**config.mk**
```make
export PLATFORM = sky130hd
export DESIGN_NAME = snake_body_ctrl_flat
export DESIGN_NICKNAME = d
export VERILOG_FILES = /design/src/rtl/snake_body_ctrl_if.sv /design/src/rtl/snake_body_ctrl.sv /design/src/flat_wrapper.sv
export SDC_FILE = /design/constraint.sdc
export NUM_CORES = 1
export LEC_CHECK = 0
export ABC_AREA = 1
export BUFFER_PORTS_ARGS = -buffer_cell sky130_fd_sc_hd__buf_2
export CORE_MARGIN = 2
export CORE_UTILIZATION = 55
export CTS_CLUSTER_SIZE = 12
export DETAILED_ROUTE_END_ITERATION = 10
export PLACE_DENSITY = 0.82
export SYNTH_ARGS = -nofsm -noshare
export SYNTH_HDL_FRONTEND = slang
export SYNTH_SLANG_ARGS = --single-unit
```
**constraint.sdc**
```tcl
create_clock -name clk -period 13.3 [get_ports clk]
set_input_delay 1.33 -clock clk [delete_from_list [all_inputs] [get_ports clk]]
set_output_delay 1.33 -clock clk [all_outputs]
set_load 0.01 [all_outputs]
```
**src/rtl/snake_body_ctrl_if.sv**
```systemverilog
// Bundles the movement-stage control, apple, query and status signals
// between key detect / renderer (master side) and the body controller.
interface snake_body_ctrl_if #(
    parameter int X_W = 6,
    parameter int Y_W = 5
);
    logic [3:0]     dir;
    logic           game_reset;
    logic           step_tick;
    logic [X_W-1:0] apple_x;
    logic [Y_W-1:0] apple_y;
    logic           apple_valid;
    logic [X_W-1:0] query_x;
    logic [Y_W-1:0] query_y;
    logic [X_W-1:0] head_x;
    logic [Y_W-1:0] head_y;
    logic [4:0]     length;
    logic           apple_eaten;
    logic           game_over;
    logic           head_hit;
    logic           body_hit;

    modport master (
        output dir, game_reset, step_tick,
        output apple_x, apple_y, apple_valid,
        output query_x, query_y,
        input  head_x, head_y, length,
        input  apple_eaten, game_over, head_hit, body_hit
    );

    modport slave (
        input  dir, game_reset, step_tick,
        input  apple_x, apple_y, apple_valid,
        input  query_x, query_y,
        output head_x, head_y, length,
        output apple_eaten, game_over, head_hit, body_hit
    );
endinterface

```
**src/rtl/snake_body_ctrl.sv**
```systemverilog
// Snake movement and body tracking: advances the head one cell per step
// tick, grows on apple, detects wall/self collisions and answers
// renderer cell queries with one cycle of latency.
module snake_body_ctrl #(
    parameter int GRID_W   = 40,
    parameter int GRID_H   = 30,
    parameter int MAX_LEN  = 16,
    parameter int INIT_LEN = 3,
    parameter int X_W      = 6,
    parameter int Y_W      = 5
) (
    input  logic             clk,
    input  logic             rst_n,
    snake_body_ctrl_if.slave bus
);

    localparam logic [3:0] DIR_UP    = 4'b1000;
    localparam logic [3:0] DIR_DOWN  = 4'b0100;
    localparam logic [3:0] DIR_LEFT  = 4'b0010;
    localparam logic [3:0] DIR_RIGHT = 4'b0001;

    typedef enum logic {RUN, DEAD} state_t;

    state_t         state;
    state_t         state_next;

    logic [X_W-1:0] seg_x [MAX_LEN];
    logic [Y_W-1:0] seg_y [MAX_LEN];
    logic [4:0]     len_q;
    logic [3:0]     cur_dir;
    logic           apple_eaten_q;
    logic           head_hit_q;
    logic           body_hit_q;

    logic [3:0]     sel_dir;
    logic [X_W-1:0] next_x;
    logic [Y_W-1:0] next_y;
    logic           wall_hit;
    logic           eat;
    logic [4:0]     cmp_len;
    logic           self_hit;
    logic           tick_run;
    logic           move_ok;
    logic           body_match;

    // The direction directly opposite d (UP<->DOWN, LEFT<->RIGHT).
    function automatic logic [3:0] opposite(input logic [3:0] d);
        return {d[2], d[3], d[0], d[1]};
    endfunction

    // Direction select, next head, wall/apple/self checks and next FSM state.
    always_comb begin
        sel_dir    = cur_dir;
        next_x     = seg_x[0];
        next_y     = seg_y[0];
        wall_hit   = 1'b0;
        eat        = 1'b0;
        cmp_len    = len_q - 5'd1;
        self_hit   = 1'b0;
        tick_run   = 1'b0;
        move_ok    = 1'b0;
        state_next = state;

        if ($onehot(bus.dir) && (bus.dir != opposite(cur_dir))) begin
            sel_dir = bus.dir;
        end

        // Edge test uses the current head so the +/-1 below never wraps into play.
        case (sel_dir)
            DIR_UP: begin
                wall_hit = (seg_y[0] == '0);
                next_y   = seg_y[0] - Y_W'(1);
            end
            DIR_DOWN: begin
                wall_hit = (seg_y[0] == Y_W'(GRID_H - 1));
                next_y   = seg_y[0] + Y_W'(1);
            end
            DIR_LEFT: begin
                wall_hit = (seg_x[0] == '0);
                next_x   = seg_x[0] - X_W'(1);
            end
            default: begin
                wall_hit = (seg_x[0] == X_W'(GRID_W - 1));
                next_x   = seg_x[0] + X_W'(1);
            end
        endcase

        eat = bus.apple_valid && (next_x == bus.apple_x) && (next_y == bus.apple_y);

        // Without growth the tail leaves its cell, so it is excluded from the check.
        if (eat) begin
            cmp_len = len_q;
        end
        for (int i = 0; i < MAX_LEN; i++) begin
            if ((i < int'(cmp_len)) && (seg_x[i] == next_x) && (seg_y[i] == next_y)) begin
                self_hit = 1'b1;
            end
        end

        tick_run = bus.step_tick && (state == RUN) && !bus.game_reset;
        move_ok  = tick_run && !wall_hit && !self_hit;

        if (bus.game_reset) begin
            state_next = RUN;
        end else if (tick_run && (wall_hit || self_hit)) begin
            state_next = DEAD;
        end
    end

    // FSM state register.
    always_ff @(posedge clk or negedge rst_n) begin
        if (!rst_n) begin
            state <= RUN;
        end else begin
            state <= state_next;
        end
    end

    // Segment shift, direction latch, growth and the eat pulse.
    always_ff @(posedge clk or negedge rst_n) begin
        if (!rst_n) begin
            for (int i = 0; i < MAX_LEN; i++) begin
                seg_x[i] <= X_W'(GRID_W / 2 - i);
                seg_y[i] <= Y_W'(GRID_H / 2);
            end
            len_q         <= 5'(INIT_LEN);
            cur_dir       <= DIR_RIGHT;
            apple_eaten_q <= 1'b0;
        end else if (bus.game_reset) begin
            for (int i = 0; i < MAX_LEN; i++) begin
                seg_x[i] <= X_W'(GRID_W / 2 - i);
                seg_y[i] <= Y_W'(GRID_H / 2);
            end
            len_q         <= 5'(INIT_LEN);
            cur_dir       <= DIR_RIGHT;
            apple_eaten_q <= 1'b0;
        end else begin
            apple_eaten_q <= 1'b0;
            if (move_ok) begin
                for (int i = MAX_LEN - 1; i > 0; i--) begin
                    seg_x[i] <= seg_x[i-1];
                    seg_y[i] <= seg_y[i-1];
                end
                seg_x[0] <= next_x;
                seg_y[0] <= next_y;
                cur_dir  <= sel_dir;
                if (eat) begin
                    apple_eaten_q <= 1'b1;
                    if (len_q < 5'(MAX_LEN)) begin
                        len_q <= len_q + 5'd1;
                    end
                end
            end
        end
    end

    // Query cell against live body segments 1..length-1 only.
    always_comb begin
        body_match = 1'b0;
        for (int i = 1; i < MAX_LEN; i++) begin
            if ((i < int'(len_q)) && (seg_x[i] == bus.query_x) && (seg_y[i] == bus.query_y)) begin
                body_match = 1'b1;
            end
        end
    end

    // Registered renderer query results.
    always_ff @(posedge clk or negedge rst_n) begin
        if (!rst_n) begin
            head_hit_q <= 1'b0;
            body_hit_q <= 1'b0;
        end else if (bus.game_reset) begin
            head_hit_q <= 1'b0;
            body_hit_q <= 1'b0;
        end else begin
            head_hit_q <= (bus.query_x == seg_x[0]) && (bus.query_y == seg_y[0]);
            body_hit_q <= body_match;
        end
    end

    assign bus.head_x      = seg_x[0];
    assign bus.head_y      = seg_y[0];
    assign bus.length      = len_q;
    assign bus.apple_eaten = apple_eaten_q;
    assign bus.game_over   = (state == DEAD);
    assign bus.head_hit    = head_hit_q;
    assign bus.body_hit    = body_hit_q;

endmodule

```
**src/flat_wrapper.sv**
```systemverilog
// flat-port wrapper written by rule: the top's interface ports become plain ports
module snake_body_ctrl_flat 
#(
    parameter int GRID_W   = 40,
    parameter int GRID_H   = 30,
    parameter int MAX_LEN  = 16,
    parameter int INIT_LEN = 3,
    parameter int X_W      = 6,
    parameter int Y_W      = 5
)
  (clk, rst_n, bus_dir, bus_game_reset, bus_step_tick, bus_apple_x, bus_apple_y, bus_apple_valid, bus_query_x, bus_query_y, bus_head_x, bus_head_y, bus_length, bus_apple_eaten, bus_game_over, bus_head_hit, bus_body_hit);
  snake_body_ctrl_if #(.X_W(X_W), .Y_W(Y_W)) bus_i ();
  input  logic clk;
  input  logic rst_n;
  input wire logic [$bits(bus_i.dir)-1:0] bus_dir;
  input wire logic [$bits(bus_i.game_reset)-1:0] bus_game_reset;
  input wire logic [$bits(bus_i.step_tick)-1:0] bus_step_tick;
  input wire logic [$bits(bus_i.apple_x)-1:0] bus_apple_x;
  input wire logic [$bits(bus_i.apple_y)-1:0] bus_apple_y;
  input wire logic [$bits(bus_i.apple_valid)-1:0] bus_apple_valid;
  input wire logic [$bits(bus_i.query_x)-1:0] bus_query_x;
  input wire logic [$bits(bus_i.query_y)-1:0] bus_query_y;
  output wire logic [$bits(bus_i.head_x)-1:0] bus_head_x;
  output wire logic [$bits(bus_i.head_y)-1:0] bus_head_y;
  output wire logic [$bits(bus_i.length)-1:0] bus_length;
  output wire logic [$bits(bus_i.apple_eaten)-1:0] bus_apple_eaten;
  output wire logic [$bits(bus_i.game_over)-1:0] bus_game_over;
  output wire logic [$bits(bus_i.head_hit)-1:0] bus_head_hit;
  output wire logic [$bits(bus_i.body_hit)-1:0] bus_body_hit;
  assign bus_i.dir = bus_dir;
  assign bus_i.game_reset = bus_game_reset;
  assign bus_i.step_tick = bus_step_tick;
  assign bus_i.apple_x = bus_apple_x;
  assign bus_i.apple_y = bus_apple_y;
  assign bus_i.apple_valid = bus_apple_valid;
  assign bus_i.query_x = bus_query_x;
  assign bus_i.query_y = bus_query_y;
  assign bus_head_x = bus_i.head_x;
  assign bus_head_y = bus_i.head_y;
  assign bus_length = bus_i.length;
  assign bus_apple_eaten = bus_i.apple_eaten;
  assign bus_game_over = bus_i.game_over;
  assign bus_head_hit = bus_i.head_hit;
  assign bus_body_hit = bus_i.body_hit;
  snake_body_ctrl #(.GRID_W(GRID_W), .GRID_H(GRID_H), .MAX_LEN(MAX_LEN), .INIT_LEN(INIT_LEN), .X_W(X_W), .Y_W(Y_W)) u_core (.clk(clk), .rst_n(rst_n), .bus(bus_i));
endmodule
```
==> out/qor.txt, run 1 <==
status -> finished clean
antenna-violating nets left -> 0
VDD IR max -> 128.4 uV
R2R Path End -> u_core.seg_y[59]
layout cells sized above 1 -> 11.51%
Worst Tran Pin Value -> 1.279 ns
leakage power total -> 7.013 nW
gr ovfl total -> 0
Syn Area/Cell -> 7.238 um^2
setup repair bufs after CTS -> 0
final net count -> 2007
Total Power -> 2.049 mW
vias in the first global route -> 13960
setup slack after layout -> 3.626 ns
Setup crit start kind -> primary input
core area -> 25910 um^2
crit path max fanout -> 115
R2R depth -> 32
Worst Hold End -> u_core.seg_x[0]
Via density -> 6.422
placed cell areas -> 14580 um^2
Place WS -> 3.315 ns
I/O Buffers -> 50
final hold vios -> 0
crit-path max cell delay -> 0.86 ns
hold path cells -> 2
min Tclk post-route -> 9.674 ns
dpl hpwl -> 33.76 mm
mapped cell area -> 14400 um^2
Distinct cells, synth -> 50
cell mode on critical path -> nand2_1
CTS Buf Count -> 17
Syn. warnings -> 0
initial detailed-routing violation count -> 2545
row count -> 59
Req. time, crit path -> 13.66 ns
Initial Utilization -> 55.56%
Worst Path Arrival -> 10.03 ns
Post-Syn Nets -> 2036
hold_sp -> u_core.seg_x[0]
CTS sink cnt -> 189
asr flop ratio synth -> 100.0%
routability congestion estimate from global placement -> 1.017
clock buffer depth -> 2
CTS Hold Buffers Added -> 0
later-pin clock latency in the skew report -> 0.46 ns
CTS clk-pin slew, worst paths -> 0.08 ns
fmax -> 0.1034 GHz
router iterations before antenna repair -> 7
IO Count -> 51
CP Capture Type -> flip-flop
Top FF cell, synth -> dfstp_2
Vias -> 14830
overall routing resource usage -> 36.94%
Yosys reg bits -> 189
reg-to-reg setup timing slack -> 5.11 ns
Crit Path Category -> primary input to flip-flop
gate count of the mapped netlist -> 1989
first-pass GRT wire length -> 79.53 mm
pin count of the biggest net entering global routing -> 124
Max Cap Viol -> 0
overall routed net length -> 51.69 mm
DR DRC count -> 0
fin util -> 58.39%
die height -> 165.8 um
Slew Limit Fails -> 0
path type of the worst min-delay path -> flip-flop to flip-flop
P&R area growth vs syn -> 5.102%
worst rel slew slack -> 14.52%
Avg WL per Cell -> 22.38 um
Resized cells post-CTS -> 0
Fill cells -> 2401
H-tree depth -> 4
Post-Layout Inst Area -> 15130 um^2
initial antenna violation count -> 0
Reg2Reg Launch Point -> u_core.cur_dir[0]
setup TNS -> 0 ns
power density of the placed cells -> 135.4 nW/um^2
Die Span X -> 165.8 um
RSZ-0062 raised after global routing -> no
CP top delay family -> simple AND/OR/NAND/NOR gates
crit path launch -> bus_dir[2]
fin crit share -> 72.74%
Die ar. -> 27480 um^2
CTS tree -> yes
final setup vio count -> 0
clock skew -> 0.01543 ns
Post-synth EDFFs -> 0
root buffer selected by CTS -> clkbuf_16
sequential area share after synthesis -> 33.76%
Bufs and invs on worst path -> 6
CP max-delay cell -> buf_4
## how the worst max path moves through the flow
stage / endpoint / cells past startpoint
final: u_core.seg_y[59] / 33
after global routing: u_core.seg_y[59] / 33
after CTS: u_core.seg_y[59] / 33
after detailed placement: u_core.seg_y[59] / 33
after global placement: u_core.seg_x[43] / 33
after floorplan: u_core.seg_x[20] / 36
## per-layer routing
layer | vias to the layer above | routed length (um) | GRT usage, %
met2 | 1097 | 21890 | 54.86
met3 | 314 | 6309 | 9.485
met4 | 0 | 3575 | 20.83
met1 | 6958 | 19910 | 49.24
li1 | 6459 | - | -
met5 | - | 0 | 0
## report_power, final
part	switching [mW]	internal (mW)
sequential	0.0703	0.633
clock	0.258	0.248
combinational	0.580	0.259
total	0.909	1.14
## cell usage after synthesis (26+ instances only)
library cell | number | area [um^2]
nand3_1 | 227 | 1136
dfrtp_1 | 85 | 2127
inv_1 | 175 | 656.9
clkbuf_1 | 41 | 153.9
xor2_1 | 185 | 1620
xnor2_1 | 62 | 543.0
nand4_1 | 41 | 256.5
dfstp_2 | 104 | 2733
o21ai_0 | 98 | 490.5
nor3_1 | 26 | 130.1
nand2_1 | 535 | 2008
o22ai_1 | 31 | 193.9
nor4_1 | 38 | 237.7
nor2_1 | 127 | 476.7
buf_2 | 31 | 155.2
## logic make-up after synthesis
logic type	count (synthesis)	synth area share (%)
AND/OR/NAND/NOR	1052	32.77
buffers and inverters	290	8.821
XOR/XNOR	247	15.03
AO/OA/AOI/OAI	195	8.074
flip-flops	189	33.76
adder cells (fa/ha/maj)	16	1.547
## placed cells by master, fill, tap and decap left out, types with 11 or more instances in the layout
master,instances
nand3b_1,17
nand2_2,12
nand4_1,41
a21oi_1,15
nor3_1,26
dfstp_2,104
xnor2_1,62
o2111ai_1,11
inv_1,175
ha_1,13
nand3_1,227
nand2_1,534
buf_2,49
clkbuf_16,17
o22ai_1,31
o21ai_0,98
xor2_1,185
dfrtp_1,85
nor2_1,127
nor4_1,38
## area by class of cell
cell class | count | area (um^2) | share of cell area [%]
antenna | 1 | 2.502 | 0.01654
clock buffer | 19 | 432.9 | 2.861
clock inverter | 13 | 120.1 | 0.7938
inverter | 183 | 691.9 | 4.573
multi-input combinational | 1510 | 8278 | 54.71
sequential | 189 | 4860 | 32.12
tap | 335 | 419.2 | 2.770
timing repair buffer | 59 | 326.6 | 2.158
## worst min-delay path, stage by stage (launching register included)
cell and delay (ns):
dfstp_2 0.38, nand2_1 0.05, nand3_1 0.07
## through the flow
stage	hold WS, ns	std cells
3_3_place_gp	0.4791	2276
4_1_cts	0.5006	2308
6_report	0.5006	2309
2_1_floorplan	0.4530	1989
3_5_place_dp	0.4882	2276
5_1_grt	0.5333	2308
## registers in the layout, summed over array words and instances (netlist names), 4 cells and up
name	cells
u_core.cur_dir	4
u_core.seg_y	75
u_core.seg_x	90
u_core.bus.head_x	6
u_core.bus.length	5
u_core.bus.head_y	5
Power figures use the tool's default switching activity.
==> inputs of run 2 (changes only) <==
ABC_AREA = 0   (was 1)
clock period = 9.8 ns   (was 13.3 ns; I/O delays follow)
==> run 2 against run 1 <==
Combinational power increased by 0.8%. Utilization grew 1.0 points. Sequential share of layout area grew 0.26 points. Global-route usage decreased by 3.7 points. Die area fell by 1.2%. Cell count fell by 15%. Critical path type unchanged.
==> out/qor.txt, run 2 <==
fmax -> 0.1177 GHz
Max Cap Viol -> 0 (unchanged)
crit path max fanout -> 111 (was 115)
Setup crit start kind -> primary input (unchanged)
power density of the placed cells -> 168.3 nW/um^2 (was 135.4 nW/um^2)
Worst Tran Pin Value -> 1.180 ns (was 1.279 ns)
mapped cell area -> 14210 um^2 (was 14400 um^2)
fin crit share -> 86.67%
commonest non-fill, non-tap cell in the layout -> xnor2_1 (was nand2_1)
path type of the worst min-delay path -> flip-flop to flip-flop (unchanged)
Via density -> 6.394 (was 6.422)
post-synthesis compound-gate area fraction -> 12.53% (was 8.074%)
CP top delay family -> compound AO/OA/AOI/OAI gates (was simple AND/OR/NAND/NOR gates)
P&R area growth vs syn -> 5.580% (was 5.102%)
CTS Buf Count -> 17 (unchanged)
most instantiated library cell after synthesis -> xnor2_1 (was nand2_1)
Distinct cells, synth -> 77 (was 50)
clock skew -> 0.01670 ns (was 0.01543 ns)
Die Span X -> 164.8 um (was 165.8 um)
CP Capture Type -> flip-flop (unchanged)
core area -> 25250 um^2 (was 25910 um^2)
Post-Syn Nets -> 1722 (was 2036)
CTS sink cnt -> 189 (unchanged)
Resized cells post-CTS -> 0 (unchanged)
mux share of post-synthesis cell area -> 1.646% (was 0%)
status -> finished clean (unchanged)
setup repair bufs after CTS -> 0 (unchanged)
Bufs and invs on worst path -> 4 (was 6)
router iterations before antenna repair -> 6 (was 7)
Post-Layout Inst Area -> 15010 um^2 (was 15130 um^2)
Synth top area share -> 19.22% (was 18.98%)
initial antenna violation count -> 0 (unchanged)
CTS clk-pin slew, worst paths -> 0.07 ns (was 0.08 ns)
pin count of the biggest net entering global routing -> 152 (was 124)
cell mode on critical path -> ha_1 (was nand2_1)
Avg WL per Cell -> 22.73 um (was 22.38 um)
largest family of logic cells by synthesized area -> XOR/XNOR gates (was simple AND/OR/NAND/NOR gates)
Syn. warnings -> 0 (unchanged)
I/O Buffers -> 50 (unchanged)
gr ovfl total -> 0 (unchanged)
final net count -> 1666 (was 2007)
Synth top cells by count -> xnor2_1, nor2_1, a21oi_1 (was nand2_1, nand3_1, xor2_1)
setup slack after layout -> 1.306 ns (was 3.626 ns)
root buffer selected by CTS -> clkbuf_16 (unchanged)
max reg flops -> 90 (unchanged)
asr flop ratio synth -> 100.0% (unchanged)
Yosys reg bits -> 189 (unchanged)
CTS tree -> yes (unchanged)
VDD IR max -> 138.6 uV (was 128.4 uV)
sequential area share after synthesis -> 34.19% (was 33.76%)
routability congestion estimate from global placement -> 1.055 (was 1.017)
crit-path max cell delay -> 0.70 ns (was 0.86 ns)
CP max-delay cell -> and3_1 (was buf_4)
CTS Hold Buffers Added -> 0 (unchanged)
antenna-violating nets left -> 0 (unchanged)
vias in the first global route -> 11890 (was 13960)
Slew Limit Fails -> 0 (unchanged)
gate count of the mapped netlist -> 1675 (was 1989)
worst rel slew slack -> 21.32% (was 14.52%)
initial detailed-routing violation count -> 1705 (was 2545)
Die ar. -> 27150 um^2 (was 27480 um^2)
Sequential Area -> 4860 um^2 (unchanged)
Syn Area/Cell -> 8.486 um^2 (was 7.238 um^2)
leakage power total -> 5.617 nW (was 7.013 nW)
Non-Filler Instances -> 1962 (was 2309)
Largest Register -> u_core.seg_x (unchanged)
later-pin clock latency in the skew report -> 0.46 ns (about the same)
placed cell areas -> 14430 um^2 (was 14580 um^2)
reg-to-reg setup timing slack -> 1.84 ns (was 5.11 ns)
XOR/XNOR share of the synthesized area -> 23.69% (was 15.03%)
Vias -> 12550 (was 14830)
Synth Area in Simple Gates -> 19.37% (was 32.77%)
Post-synth EDFFs -> 0 (unchanged)
row count -> 58 (was 59)
placed cells -> 1930 (was 2276)
Top FF cell, synth -> dfstp_2 (unchanged)
overall routed net length -> 44.59 mm (was 51.69 mm)
overall routing resource usage -> 33.21% (was 36.94%)
Yosys top cell by area -> dfstp_2 (unchanged)
commonest cells after routing, fill and taps aside -> xnor2_1, nor2_1, a21oi_1, xor2_1, dfstp_2 (was nand2_1, nand3_1, xor2_1, inv_1, nor2_1)
Ant. Diodes -> 0 (was 1)
Initial Utilization -> 56.29% (was 55.56%)
Adder-Cell Fraction of Synth Area -> 1.567% (was 1.547%)
Worst Path Arrival -> 8.83 ns (was 10.03 ns)
RSZ-0062 raised after global routing -> no (unchanged)
first-pass GRT wire length -> 68.50 mm (was 79.53 mm)
final setup vio count -> 0 (unchanged)
H-tree depth -> 4 (unchanged)
layout cells sized above 1 -> 14.03% (was 11.51%)
DR DRC count -> 0 (unchanged)
clock buffer depth -> 2 (unchanged)
Fill cells -> 2153 (was 2401)
dpl hpwl -> 29.78 mm (was 33.76 mm)
Multi-input gate area -> 8387 um^2 (was 8278 um^2)
IO Count -> 51 (unchanged)
min Tclk post-route -> 8.494 ns
Req. time, crit path -> 10.13 ns (was 13.66 ns)
final hold vios -> 0 (unchanged)
Area contributors post-synth -> dfstp_2, xnor2_1, dfrtp_1, xor2_1, nor2_1 (was dfstp_2, dfrtp_1, nand2_1, xor2_1, nand3_1)
Crit Path Category -> primary input to flip-flop (unchanged)
Place WS -> 1.004 ns (was 3.315 ns)
setup TNS -> 0 ns (unchanged)
die height -> 164.8 um (was 165.8 um)
-- run 2: stage by stage --
step	power, mW	hold slack (ns)	utilization, %
final	2.526	0.5226	59.43
after global routing	2.619	0.5459	59.43
after CTS	2.502	0.5265	59.43
after detailed placement	1.794	0.5130	57.12
after global placement	1.767	0.4866	57.12
after floorplan	1.558	0.5014	-
-- run 2: worst paths after layout --
kind	startpoint	endpoint	cells past startpoint
worst max-delay path	bus_dir[2]	u_core.seg_x[17]	25
worst min-delay path	u_core.bus.game_over	u_core.bus.game_over	2
worst max register to register	u_core.cur_dir[2]	u_core.seg_x[17]	21
worst min register to register	u_core.bus.game_over	u_core.bus.game_over	2
max in group asynchronous	rst_n	u_core.seg_x[18]	2
min in group asynchronous	rst_n	u_core.cur_dir[1]	1
-- run 2: cells by family (layout without fill, tap and decap cells) --
logic type	Yosys count	count (layout)
and+or+nand+nor	537	537
buffers and inverters	231	188
muxes	21	21
adders and majority gates	16	16
AOI/OAI and AO/OA	303	303
DFF	189	189
xor gates and xnor gates	378	378
-- run 2: power breakdown --
group	internal [mW]	switching (mW)
registers	0.859	0.108
logic	0.329	0.517
clock network	0.372	0.341
-- run 2: worst reg2reg max path, cell delays in order, from the launching register on --
cell and delay (ns):
dfrtp_1 0.54, xor2_1 0.22, o41ai_2 1.03, mux2_2 0.42, nor2_1 0.22, inv_1 0.15
ha_1 0.37, nand2b_1 0.09, a21oi_1 0.25, o21ai_0 0.15, a2bb2oi_2 0.33, xnor2_2 0.14
buf_4 0.35, xor2_1 0.43, and3_1 0.70, o21ai_0 0.26, a2111oi_0 0.67, nor4_2 0.11
o221ai_1 0.11, or4_4 0.46, buf_12 0.41, mux2_1 0.41
-- run 2: area by class of cell --
class	instances	area share (%)
Clock buffer	20	3.043
Clock inverter	12	0.8337
Inverter	84	2.101
Multi-Input combinational cell	1255	55.88
Sequential cell	189	32.38
Tap cell	330	2.751
Timing Repair Buffer	72	3.010
-- run 2: per-layer routing --
layer | global-route usage [%] | wire [um] | vias to the layer above
li1 | - | - | 5543
met1 | 44.17 | 17630 | 6041
met2 | 50.53 | 19720 | 788
met3 | 7.760 | 4793 | 174
met4 | 17.27 | 2441 | 0
met5 | 0 | 0 | -
